**src/rtl/alu_pkg.sv**
```systemverilog
// alu_pkg -- shared definitions for multicycle_alu and its testbench.
//
// Contents:
//   OP_*    : 4-bit opcode constants carried on SELECT.
//   state_e : FSM state encoding of the ALU controller.
//
// Configuration macro: ALU_MULT_EN. When undefined the MUL state is not part
// of the encoding.
package alu_pkg;

  localparam logic [3:0] OP_MOV = 4'h0;
  localparam logic [3:0] OP_ADD = 4'h1;
  localparam logic [3:0] OP_AND = 4'h2;
  localparam logic [3:0] OP_OR  = 4'h3;
  localparam logic [3:0] OP_SRL = 4'h4;
  localparam logic [3:0] OP_SLL = 4'h5;
  localparam logic [3:0] OP_ROR = 4'h6;
  localparam logic [3:0] OP_SRA = 4'h7;
  localparam logic [3:0] OP_MUL = 4'h8;

`ifdef ALU_MULT_EN
  typedef enum logic [1:0] {
    ST_IDLE = 2'd0,
    ST_EXEC = 2'd1,
    ST_MUL  = 2'd2,
    ST_FIN  = 2'd3
  } state_e;
`else
  typedef enum logic [1:0] {
    ST_IDLE = 2'd0,
    ST_EXEC = 2'd1,
    ST_FIN  = 2'd3
  } state_e;
`endif

endpackage

```
**src/rtl/seq_multiplier.sv**
```systemverilog
// seq_multiplier -- iterative unsigned shift-add multiplier.
//
// One partial product is accumulated per clock, so a multiply takes WIDTH
// cycles after the start edge. Only the low WIDTH bits of the product are
// kept; bits shifted out of the multiplicand can never reach them.
//
// Ports:
//   CLK     : clock, rising edge.
//   RESET   : synchronous active-high reset; aborts a multiply in progress.
//   start   : load a/b and begin a multiply (ignored-safe restart).
//   a, b    : operands, sampled on the start edge.
//   product : low WIDTH bits of a*b, valid from the done pulse onward.
//   done    : one-cycle pulse after the last partial product is added.
module seq_multiplier #(
  parameter int WIDTH = 8
) (
  input  logic             CLK,
  input  logic             RESET,
  input  logic             start,
  input  logic [WIDTH-1:0] a,
  input  logic [WIDTH-1:0] b,
  output logic [WIDTH-1:0] product,
  output logic             done
);

  localparam int               CNT_W = $clog2(WIDTH);
  localparam logic [CNT_W-1:0] LAST  = CNT_W'(WIDTH - 1);

  logic [WIDTH-1:0] acc_q, acc_d;
  logic [WIDTH-1:0] mcand_q, mcand_d;
  logic [WIDTH-1:0] mplier_q, mplier_d;
  logic [CNT_W-1:0] cnt_q, cnt_d;
  logic             run_q, run_d;
  logic             done_q, done_d;

  always_comb begin
    acc_d    = acc_q;
    mcand_d  = mcand_q;
    mplier_d = mplier_q;
    cnt_d    = cnt_q;
    run_d    = run_q;
    done_d   = 1'b0;
    if (start) begin
      acc_d    = '0;
      mcand_d  = a;
      mplier_d = b;
      cnt_d    = '0;
      run_d    = 1'b1;
    end else if (run_q) begin
      // Multiplier bit i is examined while the multiplicand holds a << i.
      if (mplier_q[0]) acc_d = acc_q + mcand_q;
      mcand_d  = mcand_q << 1;
      mplier_d = mplier_q >> 1;
      cnt_d    = cnt_q + CNT_W'(1);
      if (cnt_q == LAST) begin
        run_d  = 1'b0;
        done_d = 1'b1;
      end
    end
  end

  always_ff @(posedge CLK) begin
    if (RESET) begin
      acc_q    <= '0;
      mcand_q  <= '0;
      mplier_q <= '0;
      cnt_q    <= '0;
      run_q    <= 1'b0;
      done_q   <= 1'b0;
    end else begin
      acc_q    <= acc_d;
      mcand_q  <= mcand_d;
      mplier_q <= mplier_d;
      cnt_q    <= cnt_d;
      run_q    <= run_d;
      done_q   <= done_d;
    end
  end

  assign product = acc_q;
  assign done    = done_q;

endmodule

```
**src/rtl/multicycle_alu.sv**
```systemverilog
// multicycle_alu -- small multi-cycle ALU with a start/busy/done handshake.
//
// A request is accepted when START=1 while BUSY=0; opcode and operands are
// latched on that edge. Single-step ops pass IDLE->EXEC->FIN->IDLE and pulse
// DONE two cycles after accept; MUL waits in the MUL state for the iterative
// multiplier and pulses DONE WIDTH+2 cycles after accept. RESULT and ZERO are
// loaded only on the FIN->IDLE edge, so they hold between completions.
//
// Ports:
//   CLK    : clock, rising edge.
//   RESET  : synchronous active-high reset; aborts any operation.
//   START  : request, sampled only while BUSY=0.
//   SELECT : opcode (see alu_pkg OP_*).
//   DATA1  : operand A.
//   DATA2  : operand B, or shift/rotate amount.
//   RESULT : registered result.
//   ZERO   : registered, 1 when RESULT is 0.
//   BUSY   : 1 while an operation is in flight.
//   DONE   : one-cycle pulse in the cycle RESULT/ZERO update.
//
// Configuration macro: ALU_MULT_EN -- when defined the MUL opcode uses the
// seq_multiplier sub-module; when undefined opcode 1000 is undefined (RESULT 0).
module multicycle_alu
  import alu_pkg::*;
#(
  parameter int WIDTH = 8
) (
  input  logic             CLK,
  input  logic             RESET,
  input  logic             START,
  input  logic [3:0]       SELECT,
  input  logic [WIDTH-1:0] DATA1,
  input  logic [WIDTH-1:0] DATA2,
  output logic [WIDTH-1:0] RESULT,
  output logic             ZERO,
  output logic             BUSY,
  output logic             DONE
);

  localparam int               SH_W    = $clog2(WIDTH);
  localparam logic [WIDTH-1:0] WIDTH_V = WIDTH[WIDTH-1:0];

  state_e           state_q, state_d;
  logic [3:0]       op_q, op_d;
  logic [WIDTH-1:0] a_q, a_d;
  logic [WIDTH-1:0] b_q, b_d;
  logic [WIDTH-1:0] result_q, result_d;
  logic             zero_q, zero_d;
  logic             done_q, done_d;

  logic             accept;
  logic [WIDTH-1:0] alu_res;
  logic [SH_W-1:0]  rot_amt;
  logic [2*WIDTH-1:0] rot_wide;

  assign accept   = START && (state_q == ST_IDLE);
  assign rot_amt  = b_q[SH_W-1:0];
  // Rotating a doubled copy right leaves the rotated word in the low half.
  assign rot_wide = {a_q, a_q} >> rot_amt;

`ifdef ALU_MULT_EN
  logic [WIDTH-1:0] mul_product;
  logic             mul_done;

  seq_multiplier #(.WIDTH(WIDTH)) u_mul (
    .CLK     (CLK),
    .RESET   (RESET),
    .start   (accept && (SELECT == OP_MUL)),
    .a       (DATA1),
    .b       (DATA2),
    .product (mul_product),
    .done    (mul_done)
  );
`endif

  // Result selection from the latched operands; read only in FIN.
  always_comb begin
    alu_res = '0;
    case (op_q)
      OP_MOV: alu_res = b_q;
      OP_ADD: alu_res = a_q + b_q;
      OP_AND: alu_res = a_q & b_q;
      OP_OR:  alu_res = a_q | b_q;
      OP_SRL: alu_res = (b_q >= WIDTH_V) ? '0 : (a_q >> b_q);
      OP_SLL: alu_res = (b_q >= WIDTH_V) ? '0 : (a_q << b_q);
      // An arithmetic shift by WIDTH or more saturates to all sign bits.
      OP_SRA: alu_res = (b_q >= WIDTH_V) ? {WIDTH{a_q[WIDTH-1]}}
                                          : WIDTH'($signed(a_q) >>> b_q);
      OP_ROR: alu_res = rot_wide[WIDTH-1:0];
`ifdef ALU_MULT_EN
      OP_MUL: alu_res = mul_product;
`endif
      default: alu_res = '0;
    endcase
  end

  // NOTE: every combinational output gets a default first, so no path
  // through the case statement can leave a signal unassigned (no latches).
  always_comb begin
    state_d  = state_q;
    op_d     = op_q;
    a_d      = a_q;
    b_d      = b_q;
    result_d = result_q;
    zero_d   = zero_q;
    done_d   = 1'b0;
    case (state_q)
      ST_IDLE: begin
        if (accept) begin
          op_d = SELECT;
          a_d  = DATA1;
          b_d  = DATA2;
`ifdef ALU_MULT_EN
          state_d = (SELECT == OP_MUL) ? ST_MUL : ST_EXEC;
`else
          state_d = ST_EXEC;
`endif
        end
      end
      ST_EXEC: state_d = ST_FIN;
`ifdef ALU_MULT_EN
      ST_MUL: begin
        if (mul_done) state_d = ST_FIN;
      end
`endif
      ST_FIN: begin
        state_d  = ST_IDLE;
        result_d = alu_res;
        zero_d   = (alu_res == '0);
        done_d   = 1'b1;
      end
      default: state_d = ST_IDLE;
    endcase
  end

  // NOTE: state registers use non-blocking assignments so every flop samples
  // the pre-edge values regardless of statement order.
  always_ff @(posedge CLK) begin
    if (RESET) begin
      state_q  <= ST_IDLE;
      op_q     <= OP_MOV;
      a_q      <= '0;
      b_q      <= '0;
      result_q <= '0;
      zero_q   <= 1'b1;
      done_q   <= 1'b0;
    end else begin
      state_q  <= state_d;
      op_q     <= op_d;
      a_q      <= a_d;
      b_q      <= b_d;
      result_q <= result_d;
      zero_q   <= zero_d;
      done_q   <= done_d;
    end
  end

  assign RESULT = result_q;
  assign ZERO   = zero_q;
  assign BUSY   = (state_q != ST_IDLE);
  assign DONE   = done_q;

endmodule

```
**config.mk**
```make
export PLATFORM = sky130hd
export DESIGN_NAME = multicycle_alu
export DESIGN_NICKNAME = d
export VERILOG_FILES = /design/src/rtl/alu_pkg.sv /design/src/rtl/seq_multiplier.sv /design/src/rtl/multicycle_alu.sv
export SDC_FILE = /design/constraint.sdc
export NUM_CORES = 1
export LEC_CHECK = 0
export BUFFER_PORTS_ARGS = -buffer_cell sky130_fd_sc_hd__buf_4
export CORE_MARGIN = 8
export CORE_UTILIZATION = 40
export DETAILED_ROUTE_END_ITERATION = 7
export RECOVER_POWER = 50
export SLEW_MARGIN = 10
export SYNTH_ARGS = -nofsm -noshare
export SYNTH_HDL_FRONTEND = slang
export SYNTH_HIERARCHICAL = 1
export SYNTH_SLANG_ARGS = --single-unit
```
**constraint.sdc**
```tcl
create_clock -name CLK -period 3 [get_ports CLK]
set_input_delay 0.6 -clock CLK [delete_from_list [all_inputs] [get_ports CLK]]
set_output_delay 0.6 -clock CLK [all_outputs]
set_load 0.01 [all_outputs]
```
==> reports/metrics.yaml, run 1 <==
antenna_cells: 0
end_kind: "flop"
grt_pass1_wl_mm: 14.4
yosys_warnings: 6
status: "completed"
netlist_instances: 398
drive_above_1_share_pct: 18.7
core_area_um2: 7650
synth.distinct_cells: 75
cp_slowest_cell: "mux4_4"
drc: 0
post-dp-hpwl_mm: 6.61
max-cap-violations: 0
cts_made_buffers: 5
clk_pin_slew_ps: 70
syn-cell-area_um2: 3120
setup_violations: 0
portBuffers: 33
grt_max_degree: 37
required_ps: 3170
powerDensity_nw_per_um2: 387
area_growth_pct: 11.3
clock_tree.root_cell: "clkbuf_8"
crit_chain: "inv_1, fa_1, xor2_1, mux4_4, o211ai_1, nor4_2, nand4_1, o31ai_2"
ir_drop_uv: 272
antenna_found_initial: 0
slew_headroom_pct: 9.20
sw_frac_of_total_pct: 32.6
drtIter0Drc: 181
layout_setup_ws_ps: 399
syn_avg_cell_area_um2: 7.85
reg2regPathDepth: 8
min_period_ps: 2600
met1_length_mm: 3.87
cts_tree: "yes"
p_leak_nw: 1.24
ant_nets: 0
ios: 34
hold-worst-slack_ps: 472
pwr-share-seq_pct: 36.3
ys_seq_elements: 32
hold_buffers: 0
comb_power_share_pct: 29.3
rsz0062_at_grt: "false"
dr_wl_met2_mm: 4.18
cp_max_fo: 11
crit_arrival_ps: 2770
max_freq_ghz: 0.385
holdPathStages: 2
startpoint_type: "flop"
critical_path_depth: 8
rows: 32
gr-usage-all-layers_pct: 15.9
dieArea_um2: 10900
synth_largest_area_cell: "dfxtp_1"
via_count: 3050
tightest_slew_ps: 1360
die_y_um: 104
dpl_worst_slack_ps: 430
yosysSeqAreaShare_pct: 20.5
highest_layer: "met4"
grt_overflow_total: 0
critical_path_buf_inv_count: 1
cts_sinks: 32
hold_class: "flop to flop"
insertion_delay_ps: 290
fp.dieW_um: 104
synth_edf_count: 0
firstDrtPassIters: 5
max_stage_delay_ps: 580
cts_setup_buffers: 0
p_int_mw: 0.908
ctsHtreeMaxLevel: 2
async_reset_ff_share_pct: 0
p_switching_mw: 0.439
post-synth-top-count-cell: "nand2_1"
synth_nets: 438
hold_viol: 0
finalWirelength_mm: 8.83
synth_top_area_share_pct: 20.5
final_max_slew_viol_count: 0
fin_tns_setup_ps: 0
skew_ps: 3.43
grt_pass1_vias: 2840
synth_area_leaders: "dfxtp_1 21%, nand2_1 7.5%, a21oi_1 6.7%, mux4_2 6.5%, ha_1 6.4%"
routabilityCongestion: 0.931
layout.nets: 457
post_cts_resized: 0
cts_buffer_depth: 2
wl_per_cell_um: 17.0
met3WireLength_um: 522
critPathKind: "flop to flop"
synth.top_cells.by_count: "62 x nand2_1, 42 x a21oi_1, 32 x dfxtp_1, 32 x nor2_1, 19 x inv_1"
period_share_pct: 86.7
viasPerCell: 5.87
start_util_pct: 40.8
clkPwrFrac_pct: 34.4
critical-path-top-delay-family: "multiplexers"
yosys_most_used_dff: "dfxtp_1"
[registers in the layout (all words and copies together), names as in the netlist]
name,flops
RESULT,8
a_q,8
b_q,8
op_q,4
state_q,2
DONE,1
ZERO,1
[cell usage in the layout (no fill, tap or decap), types with 3 or more instances in the layout]
master | synthesis | final
and2_1 | 3 | 3
ha_1 | 16 | 16
nand3_1 | 6 | 6
a211oi_1 | 9 | 9
nand2_1 | 62 | 62
o211ai_1 | 6 | 6
mux2_2 | 5 | 5
dfxtp_1 | 32 | 32
nor2b_1 | 5 | 5
o21a_1 | 3 | 3
o22ai_1 | 4 | 4
mux2i_1 | 10 | 10
o31ai_1 | 3 | 3
nor3b_1 | 3 | 3
clkbuf_1 | 17 | 11
o21ai_0 | 14 | 14
nor2_1 | 32 | 32
or2_2 | 3 | 3
buf_4 | 1 | 33
mux4_2 | 9 | 9
nor3_1 | 9 | 9
a21oi_1 | 42 | 42
a31oi_1 | 4 | 4
clkbuf_8 | 3 | 7
nand2b_1 | 3 | 3
and3_1 | 4 | 4
inv_1 | 19 | 19
[metal layers]
metal  vias up  global-route usage [%]
met5         -                       0
met4         0                    7.55
met3        26                    2.35
met2       119                    25.6
met1      1424                    20.3
li1       1481                       -
[worst min-delay path, stage by stage, from the launching register on]
cell and delay, ps:
dfxtp_1 320, nand2_1 50, a21oi_1 50
[power by group through the flow]
stage	registers, mW	clock network (mW)	logic (mW)
6_report	0.489	0.463	0.395
5_1_grt	0.494	0.494	0.433
4_1_cts	0.488	0.471	0.394
3_5_place_dp	0.498	0	0.393
3_3_place_gp	0.497	0	0.392
2_1_floorplan	0.476	0	0.314
[area by class of cell]
cell class                 instances  area [um^2]
clock buffer                       7         96.3
clock inverter                     1         30.0
fill                             766         4170
inverter                          22         82.6
multi-input combinational        311         2190
sequential                        32          641
tap                              102          128
timing repair buffer              45          309
[stage by stage]
stage	power, mW	cell area, um^2	instances	utilization [%]
6_report	1.35	3480	520	45.5
5_1_grt	1.42	3480	520	45.5
4_1_cts	1.35	3520	520	46.0
3_5_place_dp	0.891	3390	512	44.3
3_3_place_gp	0.888	3390	512	44.3
2_1_floorplan	0.790	3120	398	-
[cells by family (layout without fill, tap and decap cells)]
kind of cell               Yosys count  count (layout)  synth area share [%]
AOI/OAI and AO/OA                  113             113                  24.0
buffers and inverters               55              75                  9.37
muxes                               26              26                  13.1
and+or+nand+nor                    152             152                  25.1
xor gates and xnor gates             3               3                 0.841
adders and majority gates           17              17                  7.05
DFF                                 32              32                  20.5
[final timing paths]
path,startpoint,endpoint,slack (ps)
hold reg to reg,RESULT[2],RESULT[2],470
hold / removal,RESULT[2],RESULT[2],470
setup / recovery,a_q[1],ZERO,400
setup reg to reg,a_q[1],ZERO,400
Note: power is estimated with default switching activity, not from simulation.
==> run 2, diff against run 1 <==
--- a/config.mk
+++ b/config.mk
@@ -11,4 +11,5 @@
 export DETAILED_ROUTE_END_ITERATION = 7
 export RECOVER_POWER = 50
+export REMOVE_ABC_BUFFERS = 1
 export SLEW_MARGIN = 10
 export SYNTH_ARGS = -nofsm -noshare
==> constraint.sdc (replaced) <==
create_clock -name CLK -period 3 [get_ports CLK]
set_input_delay 0.45 -clock CLK [delete_from_list [all_inputs] [get_ports CLK]]
set_output_delay 0.45 -clock CLK [all_outputs]
set_load 0.01 [all_outputs]
==> reports/metrics.yaml, run 2 (synthesized netlist as in run 1, its figures left out) <==
drc: 0
cts_made_buffers: 5
tightest_slew_ps: 941
reg2regPathDepth: 7
insertion_delay_ps: 290
final_common_cell: "nand2_1"
rows: 32
ant_nets: 0
firstDrtPassIters: 6
antenna_cells: 0
critical-path-top-delay-family: "compound AO/OA/AOI/OAI gates"
crit_arrival_ps: 2940
instances_no_fill: 527
fin_tns_setup_ps: 0
antenna_found_initial: 0
wl_per_cell_um: 18.0
holdPathStages: 3
grt_use_met2_pct: 25.6
grt_max_degree: 36
hold_viol: 0
cp_slowest_cell: "dfxtp_1"
ios: 34
final_cell_mix: "62 x nand2_1, 42 x a21oi_1, 41 x buf_4, 32 x dfxtp_1, 32 x nor2_1"
cts_tree: "yes"
dieArea_um2: 10900
drtIter0Drc: 297
end_kind: "flop"
final_max_slew_viol_count: 0
dpl_worst_slack_ps: 357
gr-usage-all-layers_pct: 17.4
setup_violations: 0
ir_drop_uv: 303
ctsHtreeMaxLevel: 2
status: "completed"
totalPowerFinal_mw: 1.25
post-dp-hpwl_mm: 7.11
crit_chain: "buf_4, mux4_2, a32oi_1, o221ai_2, nor4_2, nand4_1, o31ai_2"
layout.nets: 464
via_count: 3100
skew_ps: 7.81
p_leak_nw: 1.25
r2r_end: "ZERO"
reg2reg_from: "op_q[1]"
viasPerCell: 5.88
grt_overflow_total: 0
core_area_um2: 7650
routabilityCongestion: 0.939
required_ps: 3210
slew_headroom_pct: 37.2
max_freq_ghz: 0.366
cts_buffer_depth: 2
hold-worst-slack_ps: 404
r2r_slack_ps: 270
powerDensity_nw_per_um2: 358
fp.dieW_um: 104
critical_path_buf_inv_count: 1
dp_cells: 519
grt.busiest_layer: "met2"
max_stage_delay_ps: 670
min_from: "DATA1[1]"
finalWirelength_mm: 9.47
grt_pass1_wl_mm: 15.5
grtUsageMet3_pct: 3.47
clock_tree.root_cell: "clkbuf_8"
layout_setup_ws_ps: 267
cts_sinks: 32
max-cap-violations: 0
start_util_pct: 40.8
period_share_pct: 91.1
cp_max_fo: 13
critPathKind: "flop to flop"
grtUsageMet1_pct: 23.6
placed_area_um2: 3430
die_y_um: 104
area_growth_pct: 11.5
portBuffers: 33
startpoint_type: "flop"
postLayoutCoreUtil_pct: 45.5
grt_pass1_vias: 2882
hold_class: "input port to flop"
fin_area_um2: 3480
rsz0062_at_grt: "false"
min_period_ps: 2730
clk_pin_slew_ps: 70
drive_above_1_share_pct: 19.8
hold_buffers: 0
worstSetupStartpoint: "op_q[1]"
post_cts_resized: 0
min_to: "a_q[1]"
cts_setup_buffers: 0
[run 2: cell count changes in the layout (fill, tap and decap cells not counted), sizes merged]
cell      delta
clkinvlp     +1
bufinv       -1
buf          +7
[run 2: area by class of cell]
class                      instances  area, um^2
fill                             758        4160
multi-input combinational        311        2190
sequential                        32         641
inverter                          22        82.6
clock buffer                       7        86.3
tap                              102         128
clock inverter                     1        7.51
timing repair buffer              52         349
[run 2: worst reg2reg max path: stages (launching register included)]
cell and delay [ps]:
dfxtp_1 670, buf_4 260, mux4_2 510, a32oi_1 370, o221ai_2 210, nor4_2 300
nand4_1 130, o31ai_2 220
[run 2: how the worst max path moves through the flow]
stage	end	cells past startpoint
5_1_grt	ZERO	8
3_3_place_gp	ZERO	7
3_5_place_dp	ZERO	7
6_report	ZERO	7
4_1_cts	ZERO	7
2_1_floorplan	ZERO	8
[run 2: power breakdown]
part	internal [mW]	leakage [nW]	switching (mW)
logic	0.171	0.944	0.242
registers	0.447	0.261	0.0370
clock network	0.186	0.0445	0.164
total	0.805	1.25	0.442
[run 2: metal layers]
metal | part of all wire, % | vias up | routed length, um
met3 | 7.2 | 32 | 680
li1 | - | 1488 | -
met4 | 3.8 | 0 | 361
met2 | 43 | 156 | 4110
met5 | 0 | - | 0
met1 | 46 | 1424 | 4320
==> run 3, diff against run 2 <==
- SETUP_SLACK_MARGIN: not set -> 0.5
==> reports/metrics.yaml, run 3 (synthesized netlist as in run 1, its figures left out) <==
dieArea_um2: 10900
reg2regPathDepth: 10
cts_tree: "yes"
r2r_slack_ps: 550
grt_max_degree: 36
cts_made_buffers: 5
final_common_cell: "nand2_1"
wl_per_cell_um: 18.0
worstSetupStartpoint: "b_q[0]"
cp_slowest_cell: "mux4_4"
max-cap-violations: 0
tightest_slew_ps: 942
ios: 34
status: "completed"
critPathKind: "flop to flop"
fp.dieW_um: 104
antenna_found_initial: 0
cp_max_fo: 3
p_int_mw: 0.814
final_max_slew_viol_count: 0
powerDensity_nw_per_um2: 355
drc: 0
viasPerCell: 5.90
antenna_cells: 0
gr-usage-all-layers_pct: 17.4
skew_ps: 6.48
ant_nets: 0
grt_overflow_total: 0
fill_cells: 748
start_util_pct: 40.8
placed_area_um2: 3430
layout_setup_ws_ps: 550
dpl_worst_slack_ps: 357
hold_buffers: 0
ir_drop_uv: 302
drtIter0Drc: 312
area_growth_pct: 13.7
hold_class: "input port to flop"
reg2reg_from: "b_q[0]"
max_freq_ghz: 0.408
end_kind: "flop"
firstDrtPassIters: 5
post-dp-hpwl_mm: 7.11
core_area_um2: 7650
cts_buffer_depth: 2
fin_area_um2: 3550
layout.nets: 467
finalWirelength_mm: 9.53
portBuffers: 33
setup_violations: 0
slew_headroom_pct: 37.1
ctsHtreeMaxLevel: 2
clock_tree.root_cell: "clkbuf_8"
critPathCapture: "ZERO"
final_cell_mix: "62 x nand2_1, 42 x a21oi_1, 41 x buf_4, 32 x nor2_1, 25 x dfxtp_1"
clkPwrFrac_pct: 27.8
required_ps: 3170
clk_pin_slew_ps: 70
grt_pass1_vias: 2892
r2r_end: "ZERO"
crit_arrival_ps: 2620
period_share_pct: 81.7
rsz0062_at_grt: "false"
pwr-share-seq_pct: 38.6
via_count: 3129
cts_sinks: 32
max_stage_delay_ps: 590
grt_pass1_wl_mm: 15.6
hold_viol: 0
die_y_um: 104
insertion_delay_ps: 290
routabilityCongestion: 0.939
crit_chain: "ha_2, inv_1, fa_2, xor2_1, mux4_4, o211ai_1, buf_4, nor4_2, nand4_1, o31ai_2"
totalPowerFinal_mw: 1.26
p_leak_nw: 1.27
min_period_ps: 2450
fin_tns_setup_ps: 0
drive_above_1_share_pct: 22.7
rows: 32
p_switching_mw: 0.446
comb_power_share_pct: 33.7
startpoint_type: "flop"
sw_frac_of_total_pct: 35.4
## run 3: what timing repair did
| action | CTS | global route |
|---|---|---|
| pin swaps | 3 | 4 |
| hold endpoints to repair | 0 | 0 |
| buffers inserted | 0 | 3 |
| endpoints found under the setup margin | 2 | 5 |
| gates resized for setup | 6 | 12 |
## run 3: worst min-delay path by stage
| stage | from | to | slack (ps) | cells after the start |
|---|---|---|---|---|
| after floorplan | state_q[1] | state_q[1] | 450 | 1 |
| after global placement | RESULT[2] | RESULT[2] | 460 | 2 |
| after detailed placement | b_q[1] | b_q[1] | 470 | 2 |
| after CTS | DATA1[1] | a_q[1] | 390 | 3 |
| after global routing | DATA1[1] | a_q[1] | 390 | 3 |
| final | DATA1[1] | a_q[1] | 400 | 3 |
## run 3: critical path: cells and delay by family, from the launching register on
family	cells	cell delay, ps
flip-flops	1	350
AND/OR/NAND/NOR	2	160
AO/OA/AOI/OAI	2	270
XOR/XNOR	1	170
multiplexers	1	590
adder cells (fa/ha/maj)	2	560
buffers and inverters	2	220
## run 3: metal layers
metal / track usage (%) / vias up / part of all wire, %
li1: - / 1496 / -
met1: 23.6 / 1451 / 45
met2: 25.6 / 158 / 44
met3: 3.47 / 24 / 8.0
met4: 8.38 / 0 / 3.5
met5: 0 / - / 0
## run 3: area by class of cell
cell class	count	area, um^2	share of cell area (%)
clock inverter	1	7.51	0.211
inverter	22	82.6	2.33
tap	102	128	3.60
timing repair buffer	55	392	11.0
clock buffer	7	86.3	2.43
multi-input combinational	311	2200	62.0
sequential	32	652	18.4
## run 3: power by group through the flow
stage | registers (mW) | clock network [mW] | logic (mW)
4_1_cts | 0.484 | 0.360 | 0.413
3_3_place_gp | 0.491 | 0 | 0.411
5_1_grt | 0.490 | 0.381 | 0.465
2_1_floorplan | 0.510 | 0 | 0.242
3_5_place_dp | 0.493 | 0 | 0.409
6_report | 0.486 | 0.350 | 0.424
## run 3: per-stage QoR
stage / instances / hold slack, ps / utilization, %
after floorplan: 365 / 455 / -
after global placement: 519 / 458 / 44.9
after detailed placement: 519 / 473 / 44.9
after CTS: 527 / 393 / 46.3
after global routing: 530 / 391 / 46.4
final: 530 / 402 / 46.4
